$ cat config.mk
export PLATFORM = sky130hd
export DESIGN_NAME = alu_out_stage
export DESIGN_NICKNAME = d
export VERILOG_FILES = /design/src/rtl/alu_pkg.sv /design/src/rtl/alu_flag_gen.sv /design/src/rtl/alu_out_stage.sv
export SDC_FILE = /design/constraint.sdc
export NUM_CORES = 1
export LEC_CHECK = 0
export ABC_CLOCK_PERIOD_IN_PS = 2200
export CAP_MARGIN = 20
export CORE_ASPECT_RATIO = 0.8
export CORE_MARGIN = 3
export CORE_UTILIZATION = 55
export CTS_CLUSTER_DIAMETER = 200
export CTS_CLUSTER_SIZE = 30
export DETAILED_ROUTE_END_ITERATION = 7
export DONT_BUFFER_PORTS = 1
export PLACE_DENSITY = 0.7
export SYNTH_ARGS = -nofsm -noshare
export SYNTH_HDL_FRONTEND = slang
export SYNTH_HIERARCHICAL = 1
export SYNTH_SLANG_ARGS = --single-unit
$ cat constraint.sdc
create_clock -name clk -period 2.2 [get_ports clk]
set_clock_uncertainty 0.1 [all_clocks]
set_input_delay 0.22 -clock clk [delete_from_list [all_inputs] [get_ports clk]]
set_output_delay 0.22 -clock clk [all_outputs]
set_load 0.02 [all_outputs]
$ cat src/rtl/alu_pkg.sv
// Shared types for the ALU output stage: op codes, flag record and stage FSM states.
package alu_pkg;

    typedef enum logic [3:0] {
        OP_ADD = 4'b0000,
        OP_SUB = 4'b0001,
        OP_AND = 4'b0010,
        OP_OR  = 4'b0011,
        OP_XOR = 4'b0100,
        OP_SLL = 4'b0101,
        OP_SLR = 4'b0110,
        OP_SAR = 4'b0111
    } alu_op_e;

    // Bit order matches the {N,Z,C,V} flag bus.
    typedef struct packed {
        logic n;
        logic z;
        logic c;
        logic v;
    } alu_flags_t;

    typedef enum logic [1:0] {
        ST_EMPTY = 2'b00,
        ST_ONE   = 2'b01,
        ST_TWO   = 2'b10
    } stage_state_e;

endpackage

$ cat src/rtl/alu_flag_gen.sv
// Combinational NZCV generation for a captured ALU result.
module alu_flag_gen
    import alu_pkg::*;
#(
    parameter int N = 3
) (
    input  logic [N-1:0] y,
    input  logic [3:0]   op,
    input  logic         carry,
    input  logic         ovf,
    output alu_flags_t   flags
);

    // N/Z always come from the result; C/V only carry meaning for the adder ops.
    always_comb begin
        flags   = '0;
        flags.n = y[N-1];
        flags.z = (y == {N{1'b0}});
        case (op)
            OP_ADD, OP_SUB: begin
                flags.c = carry;
                flags.v = ovf;
            end
            default: begin
                flags.c = 1'b0;
                flags.v = 1'b0;
            end
        endcase
    end

endmodule

$ cat src/rtl/alu_out_stage.sv
// Registered ALU output stage with NZCV flags and a 2-entry skid buffer on valid/ready.
// Optional sticky overflow tracking is enabled by defining ALU_STICKY_OVF_EN.
module alu_out_stage
    import alu_pkg::*;
#(
    parameter int N = 3
) (
    input  logic         clk,
    input  logic         rst_n,
    input  logic         in_valid,
    output logic         in_ready,
    input  logic [N-1:0] y,
    input  logic [3:0]   ALUControl,
    input  logic         carry_in,
    input  logic         ovf_in,
    output logic         out_valid,
    input  logic         out_ready,
    output logic [N-1:0] out_result,
    output logic [3:0]   out_flags
`ifdef ALU_STICKY_OVF_EN
    ,
    input  logic         sticky_clr,
    output logic         sticky_v
`endif
);

    stage_state_e state_r;
    stage_state_e state_nx_s;

    alu_flags_t   flags_s;
    alu_flags_t   main_flags_r;
    alu_flags_t   skid_flags_r;
    logic [N-1:0] main_res_r;
    logic [N-1:0] skid_res_r;
    logic         out_valid_r;
    logic         in_ready_r;

    logic         accept_s;
    logic         drain_s;
    logic         load_main_in_s;
    logic         load_main_skid_s;
    logic         load_skid_s;

    alu_flag_gen #(.N(N)) u_flag_gen (
        .y     (y),
        .op    (ALUControl),
        .carry (carry_in),
        .ovf   (ovf_in),
        .flags (flags_s)
    );

    assign accept_s = in_valid & in_ready_r;
    assign drain_s  = out_valid_r & out_ready;

    // Next-state and load selection; main always holds the oldest entry.
    always_comb begin
        state_nx_s       = state_r;
        load_main_in_s   = 1'b0;
        load_main_skid_s = 1'b0;
        load_skid_s      = 1'b0;
        case (state_r)
            ST_EMPTY: begin
                if (accept_s) begin
                    state_nx_s     = ST_ONE;
                    load_main_in_s = 1'b1;
                end else begin
                    state_nx_s = ST_EMPTY;
                end
            end
            ST_ONE: begin
                if (accept_s && !drain_s) begin
                    state_nx_s  = ST_TWO;
                    load_skid_s = 1'b1;
                end else if (accept_s && drain_s) begin
                    state_nx_s     = ST_ONE;
                    load_main_in_s = 1'b1;
                end else if (drain_s) begin
                    state_nx_s = ST_EMPTY;
                end else begin
                    state_nx_s = ST_ONE;
                end
            end
            ST_TWO: begin
                if (drain_s) begin
                    state_nx_s       = ST_ONE;
                    load_main_skid_s = 1'b1;
                end else begin
                    state_nx_s = ST_TWO;
                end
            end
            default: begin
                state_nx_s = ST_EMPTY;
            end
        endcase
    end

    // State register with handshake outputs registered alongside it.
    always_ff @(posedge clk or negedge rst_n) begin
        if (!rst_n) begin
            state_r     <= ST_EMPTY;
            out_valid_r <= 1'b0;
            in_ready_r  <= 1'b1;
        end else begin
            state_r     <= state_nx_s;
            out_valid_r <= (state_nx_s != ST_EMPTY);
            in_ready_r  <= (state_nx_s != ST_TWO);
        end
    end

    // Main (output-facing) entry.
    always_ff @(posedge clk or negedge rst_n) begin
        if (!rst_n) begin
            main_res_r   <= {N{1'b0}};
            main_flags_r <= '0;
        end else if (load_main_in_s) begin
            main_res_r   <= y;
            main_flags_r <= flags_s;
        end else if (load_main_skid_s) begin
            main_res_r   <= skid_res_r;
            main_flags_r <= skid_flags_r;
        end else begin
            main_res_r   <= main_res_r;
            main_flags_r <= main_flags_r;
        end
    end

    // Skid entry, written only when the main entry is stalled.
    always_ff @(posedge clk or negedge rst_n) begin
        if (!rst_n) begin
            skid_res_r   <= {N{1'b0}};
            skid_flags_r <= '0;
        end else if (load_skid_s) begin
            skid_res_r   <= y;
            skid_flags_r <= flags_s;
        end else begin
            skid_res_r   <= skid_res_r;
            skid_flags_r <= skid_flags_r;
        end
    end

    assign out_valid  = out_valid_r;
    assign in_ready   = in_ready_r;
    assign out_result = main_res_r;
    assign out_flags  = main_flags_r;

`ifdef ALU_STICKY_OVF_EN
    logic sticky_v_r;

    // A V=1 accept sets the sticky bit even when a clear arrives in the same cycle.
    always_ff @(posedge clk or negedge rst_n) begin
        if (!rst_n) begin
            sticky_v_r <= 1'b0;
        end else if (accept_s && flags_s.v) begin
            sticky_v_r <= 1'b1;
        end else if (sticky_clr) begin
            sticky_v_r <= 1'b0;
        end else begin
            sticky_v_r <= sticky_v_r;
        end
    end

    assign sticky_v = sticky_v_r;
`endif

endmodule

==> impl_metrics.ini, run 1 <==
[place]
gp_congestion = 0.736
portBuffers = 0
dp_hpwl_um = 1060
placement.cell_area_um2 = 922

[clock_network]
htreeDepth = 1
cts_num_sinks = 18
cts_max_path_buffers = 2
root_buffer = clkbuf_4
clk_latency_ps = 290
cts_tree = yes
clk_pin_slew_ps = 100
cts.repair.resized = 0
cts_setup_buffers = 0
cts_made_buffers = 3

[synthesis]
synthArstFlopShare_pct = 100
yosysMostFrequentCell = dfrtp_1
ys_seq_area_share_pct = 49.7
ys_top_cells_by_count = dfrtp_1, mux2_2, mux2_1, mux2_4, nand2_1
syn_inst = 66
synth_edf_count = 0
syn_avg_cell_area_um2 = 13.8
synth.cell_area_um2 = 908
synth_cell_types = 21
ys_ff_latch = 18
synth.top_cell.area_share_pct = 46.8
synth.largest_area_cell = dfrtp_1
synth_fp_nets = 81
yosysWarnings = 6
synthFlopType = dfrtp_1
synthTopCellsByArea = dfrtp_1, mux2_4, mux2_2, mux2_1, dfstp_2

[worst_setup_path]
path_cells = nand2_1 -> inv_1 -> ha_1 -> nand2_1 -> a21o_1 -> mux2_4
reg2reg_depth = 6
startpoint = in_ready
crit_fanout = 7
rrSetupSlack_ps = 330
r2r-start = in_ready
cp_slowest_cell = dfstp_2
slowest_delay_ps = 620
crit_arrival_ps = 1950
crit_top_cell = nand2_1
crit_required_ps = 2280
end_kind = flop
startpoint_type = flop
reg2reg_to = out_flags[3]
worst-setup-path-type = reg2reg

[sta]
setup_tns_ps = 0
hold_viol_final = 0
setup_violations = 0
fin_crit_ps = 1870
tightest_slew_ps = 805
max_freq_mhz = 534
drv_slew = 0
rsz0062_at_grt = no
fin_crit_sh_pct = 85.1
relSlewSlack_pct = 46.2

[worst_hold_path]
hold_path_depth = 3
min_path_type = in2reg
hold_path.startpoint = out_ready
min_to = state_r[1]

[die]
initial_core_util_pct = 61.7
die_x_um = 51.4
rows = 12
dieArea_um2 = 2180
die_h_um = 42.4
core_area_um2 = 1470
ios = 22

[grt]
grt_pass1_vias = 576
grt_usage_pct = 15.3
antenna_found_initial = 0
grt_pass1_wl_um = 2440
grt_max_degree = 19
grt-ovfl-total = 0

[pwr]
max-vdd-ir-drop_mv = 0.830
power.density_nw_per_um2 = 1360
totalPowerFinal_w = 0.00135
p_leak_nw = 0.481

[routing]
vias_per_cell = 5.52
ant_nets = 0
drc = 0
dr.pass1.iters = 3
wl_per_cell_um = 15.2
via_count = 513
first_iter_violations = 6
routed_wl_um = 1420

[cells_and_area]
layout.nets = 88
fillCellCount = 112
area_growth_pct = 9.92
drive_gt1_share_pct = 31.9
diodes = 0
final_area_um2 = 998

[flow_run]
cap_violations = 0

[status]
outcome = finished clean
cell usage in the layout (no fill, tap or decap):
cell	count
mux2_1	7
o21bai_1	1
a21oi_1	1
clkbuf_4	3
a21o_1	1
inv_1	2
mux2_4	7
dlygate4sd3_1	4
dfstp_2	1
nand3b_1	2
ha_1	2
nand4b_4	1
dfrtp_1	17
nand2_2	1
nor4b_1	2
clkbuf_8	1
o21ai_0	1
nor3_1	2
mux2_2	8
buf_4	1
o21a_1	1
nor2b_1	1
nand2_1	5
cell families (layout without fill, tap and decap cells):
kind of cell | Yosys count | in the layout | share of synthesized area, %
buf+inv | 5 | 11 | 3.03
flops | 18 | 18 | 49.7
mux | 22 | 22 | 30.2
simple gates | 14 | 14 | 10.7
compound gates | 5 | 5 | 3.58
fa+ha+maj | 2 | 2 | 2.75
how the worst max path moves through the flow:
stage / cells past startpoint / to
2_1_floorplan: 7 / out_flags[0]
3_3_place_gp: 6 / out_result[2]
3_5_place_dp: 6 / out_flags[0]
4_1_cts: 6 / out_flags[3]
5_1_grt: 6 / out_flags[0]
6_report: 6 / out_flags[3]
per-layer routing:
metal  vias up  GRT usage (%)  routed length [um]
met1       244           19.1                 683
li1        254              -                   -
met3         0           7.47                 106
met2        15           24.1                 624
met5         -              0                   0
met4         0           3.14                   0
power breakdown:
group	internal [W]	switching [W]	leakage (nW)
registers	0.000485	0.000191	0.223
clock network	0.000101	0.000100	0.0210
logic	0.000292	0.000185	0.237
total	0.000878	0.000476	0.481
layout make-up:
type / instances / area [um2] / share of cell area (%)
Inverter: 2 / 7.51 / 0.752
Clock buffer: 4 / 36.3 / 3.63
Multi-Input combinational cell: 43 / 429 / 43.0
Timing Repair Buffer: 5 / 47.5 / 4.76
Sequential cell: 18 / 452 / 45.2
Tap cell: 21 / 26.3 / 2.63
what timing repair did:
item,4_1_cts,5_1_grt
endpoints found under the hold margin,26,0
endpoints found under the setup margin,0,0
hold buffers,4,0
sequential cells by signal, summed over array words and instances (netlist names):
register      cells
in_ready          1
out_flags         4
out_result        3
out_valid         1
skid_flags_r      4
skid_res_r        3
state_r           2
critical path, delay by kind of cell, from the launching register on:
family                   cells  cell delay, ps
AND/OR/NAND/NOR              2             130
buffers and inverters        1             110
flip-flops                   1             620
adder cells (fa/ha/maj)      1             150
AO/OA/AOI/OAI                1             300
multiplexers                 1             350
per-stage QoR:
stage | utilization, % | hold WS [ps] | cells | setup WS [ps]
2_1_floorplan | - | -176 | 66 | 445
3_5_place_dp | 62.7 | -175 | 85 | 339
6_report | 67.9 | 108 | 93 | 327
3_3_place_gp | 62.7 | -175 | 85 | 357
4_1_cts | 67.9 | 117 | 93 | 323
5_1_grt | 67.9 | 132 | 93 | 221
(Power assumes the default switching activity.)
==> inputs of run 2 (changes only) <==
--- a/config.mk
+++ b/config.mk
@@ -7,14 +7,17 @@
 export LEC_CHECK = 0
 export ABC_CLOCK_PERIOD_IN_PS = 2200
 export CAP_MARGIN = 20
+export CELL_PAD_IN_SITES_DETAIL_PLACEMENT = 2
+export CELL_PAD_IN_SITES_GLOBAL_PLACEMENT = 2
 export CORE_ASPECT_RATIO = 0.8
 export CORE_MARGIN = 3
-export CORE_UTILIZATION = 55
+export CORE_UTILIZATION = 40
 export CTS_CLUSTER_DIAMETER = 200
 export CTS_CLUSTER_SIZE = 30
 export DETAILED_ROUTE_END_ITERATION = 7
 export DONT_BUFFER_PORTS = 1
-export PLACE_DENSITY = 0.7
+export MAX_ROUTING_LAYER = met4
+export PLACE_DENSITY_LB_ADDON = 0.1
 export SYNTH_ARGS = -nofsm -noshare
 export SYNTH_HDL_FRONTEND = slang
 export SYNTH_HIERARCHICAL = 1
==> run 2 against run 1 <==
Net effect:
- wire length grew 22%
- clock-buffer cell count is the same
- cell count grew 3.2%
- sequential share of layout area shrank 0.17 points
- non-clock buffer count is the same
- critical path type unchanged
- sequential power grew 0.7%
- critical endpoint is now out_result[0]
- global-route usage shrank 1.8 points
- via count grew 3.7%
- sequential cell count is the same
- final area grew 0.38%
==> impl_metrics.ini, run 2 (synthesis results as in run 1) <==
[clock_network]
clk_pin_slew_ps = 110
root_buffer = clkbuf_4
clk_latency_ps = 290
cts.repair.resized = 0
cts_made_buffers = 3
htreeDepth = 1
cts_max_path_buffers = 2
cts_tree = yes
cts_setup_buffers = 0
cts_num_sinks = 18

[worst_hold_path]
min_path_type = in2reg

[cells_and_area]
final_common_cell = dfrtp_1
final_area_um2 = 1000
diodes = 0
mostFrequentLayoutCells = dfrtp_1, mux2_2, mux2_1, mux2_4, nand2_1
drive_gt1_share_pct = 31.9
layout.nets = 88
fin_cells = 96
area_growth_pct = 10.3

[worst_setup_path]
cp_slowest_cell = dfstp_2
path_cells = nand2_1 -> inv_1 -> ha_1 -> nand2_1 -> a21o_1 -> mux2_4
crit_top_cell = nand2_1
rrSetupSlack_ps = 310
path_buf_inv = 1
cp_top_family = flip-flops
crit_required_ps = 2280
crit_fanout = 7
worst-setup-path-type = reg2reg
slowest_delay_ps = 620
end_kind = flop
startpoint_type = flop
crit_arrival_ps = 1980

[place]
dp_hpwl_um = 1280
portBuffers = 0
placement.cell_area_um2 = 926
dp.cells = 88
gp_congestion = 0.664

[sta]
hold_viol_final = 0
rsz0062_at_grt = no
fin_crit_sh_pct = 86.0
relSlewSlack_pct = 44.8
setup_violations = 0
whs_ps = 139
drv_slew = 0
fin_crit_ps = 1890
tightest_slew_ps = 826
max_freq_mhz = 528
setup_tns_ps = 0

[die]
ios = 22
die_x_um = 59.3
die_h_um = 48.6
rows = 14
dieArea_um2 = 2880
initial_core_util_pct = 45.1
core_area_um2 = 2010

[pwr]
power.density_nw_per_um2 = 1380
max-vdd-ir-drop_mv = 0.629
p_leak_nw = 0.481

[routing]
routed_wl_um = 1730
wl_per_cell_um = 18.0
vias_per_cell = 5.54
drc = 0
via_count = 532
dr.pass1.iters = 2
ant_nets = 0
first_iter_violations = 4

[grt]
grt_usage_pct = 13.6
grt_max_degree = 19
grt_pass1_wl_um = 2900
grt-ovfl-total = 0
antenna_found_initial = 0
grt_pass1_vias = 610

[status]
outcome = finished clean

[flow_run]
cap_violations = 0
run 2: path summary, 6_finish.rpt:
check,start,endpoint,cells after the start
setup / recovery,in_ready,out_result[0],6
max in group asynchronous,rst_n,skid_flags_r[0],1
setup reg to reg,in_ready,out_result[0],6
min in group asynchronous,rst_n,out_result[0],1
hold reg to reg,skid_flags_r[2],skid_flags_r[2],1
hold / removal,in_valid,state_r[0],3
run 2: layout make-up:
| class | count | area [um2] |
|---|---|---|
| Fill cell | 201 | 1010 |
| Timing Repair Buffer | 5 | 47.5 |
| Multi-Input combinational cell | 43 | 429 |
| Inverter | 2 | 7.51 |
| Tap cell | 24 | 30.0 |
| Sequential cell | 18 | 452 |
| Clock buffer | 4 | 36.3 |
run 2: power by group:
| group | leakage [nW] | switching (W) | internal (W) |
|---|---|---|---|
| clock | 0.0210 | 0.000102 | 0.000101 |
| sequential | 0.223 | 0.000196 | 0.000485 |
| combinational | 0.237 | 0.000202 | 0.000293 |
| total | 0.481 | 0.000500 | 0.000879 |
run 2: per-stage QoR:
step / worst slack (ps) / power, W / util (%)
detailed placement: 304 / 0.00117 / 46.0
finish: 307 / 0.00138 / 49.8
global placement: 328 / 0.00115 / 46.0
global route: 176 / 0.00148 / 49.8
CTS: 292 / 0.00140 / 49.8
floorplan: 445 / 0.00108 / -
run 2: layer usage:
layer / part of all wire [%] / global-route usage (%) / wire length [um]
met1: 48 / 17.7 / 827
met2: 47 / 21.3 / 816
met3: 4.8 / 3.72 / 82
met4: 0 / 2.26 / 0
met5: 0 / - / 0
run 2: worst reg2reg max path, stage by stage, from the launching register on:
cell     delay (ps)
dfstp_2         620
nand2_1          90
inv_1           110
ha_1            150
nand2_1          50
a21o_1          310
mux2_4          360
run 2: timing repair:
action,in CTS,in global routing
hold buffers,4,0
setup endpoints to repair,0,0
endpoints found under the hold margin,26,0
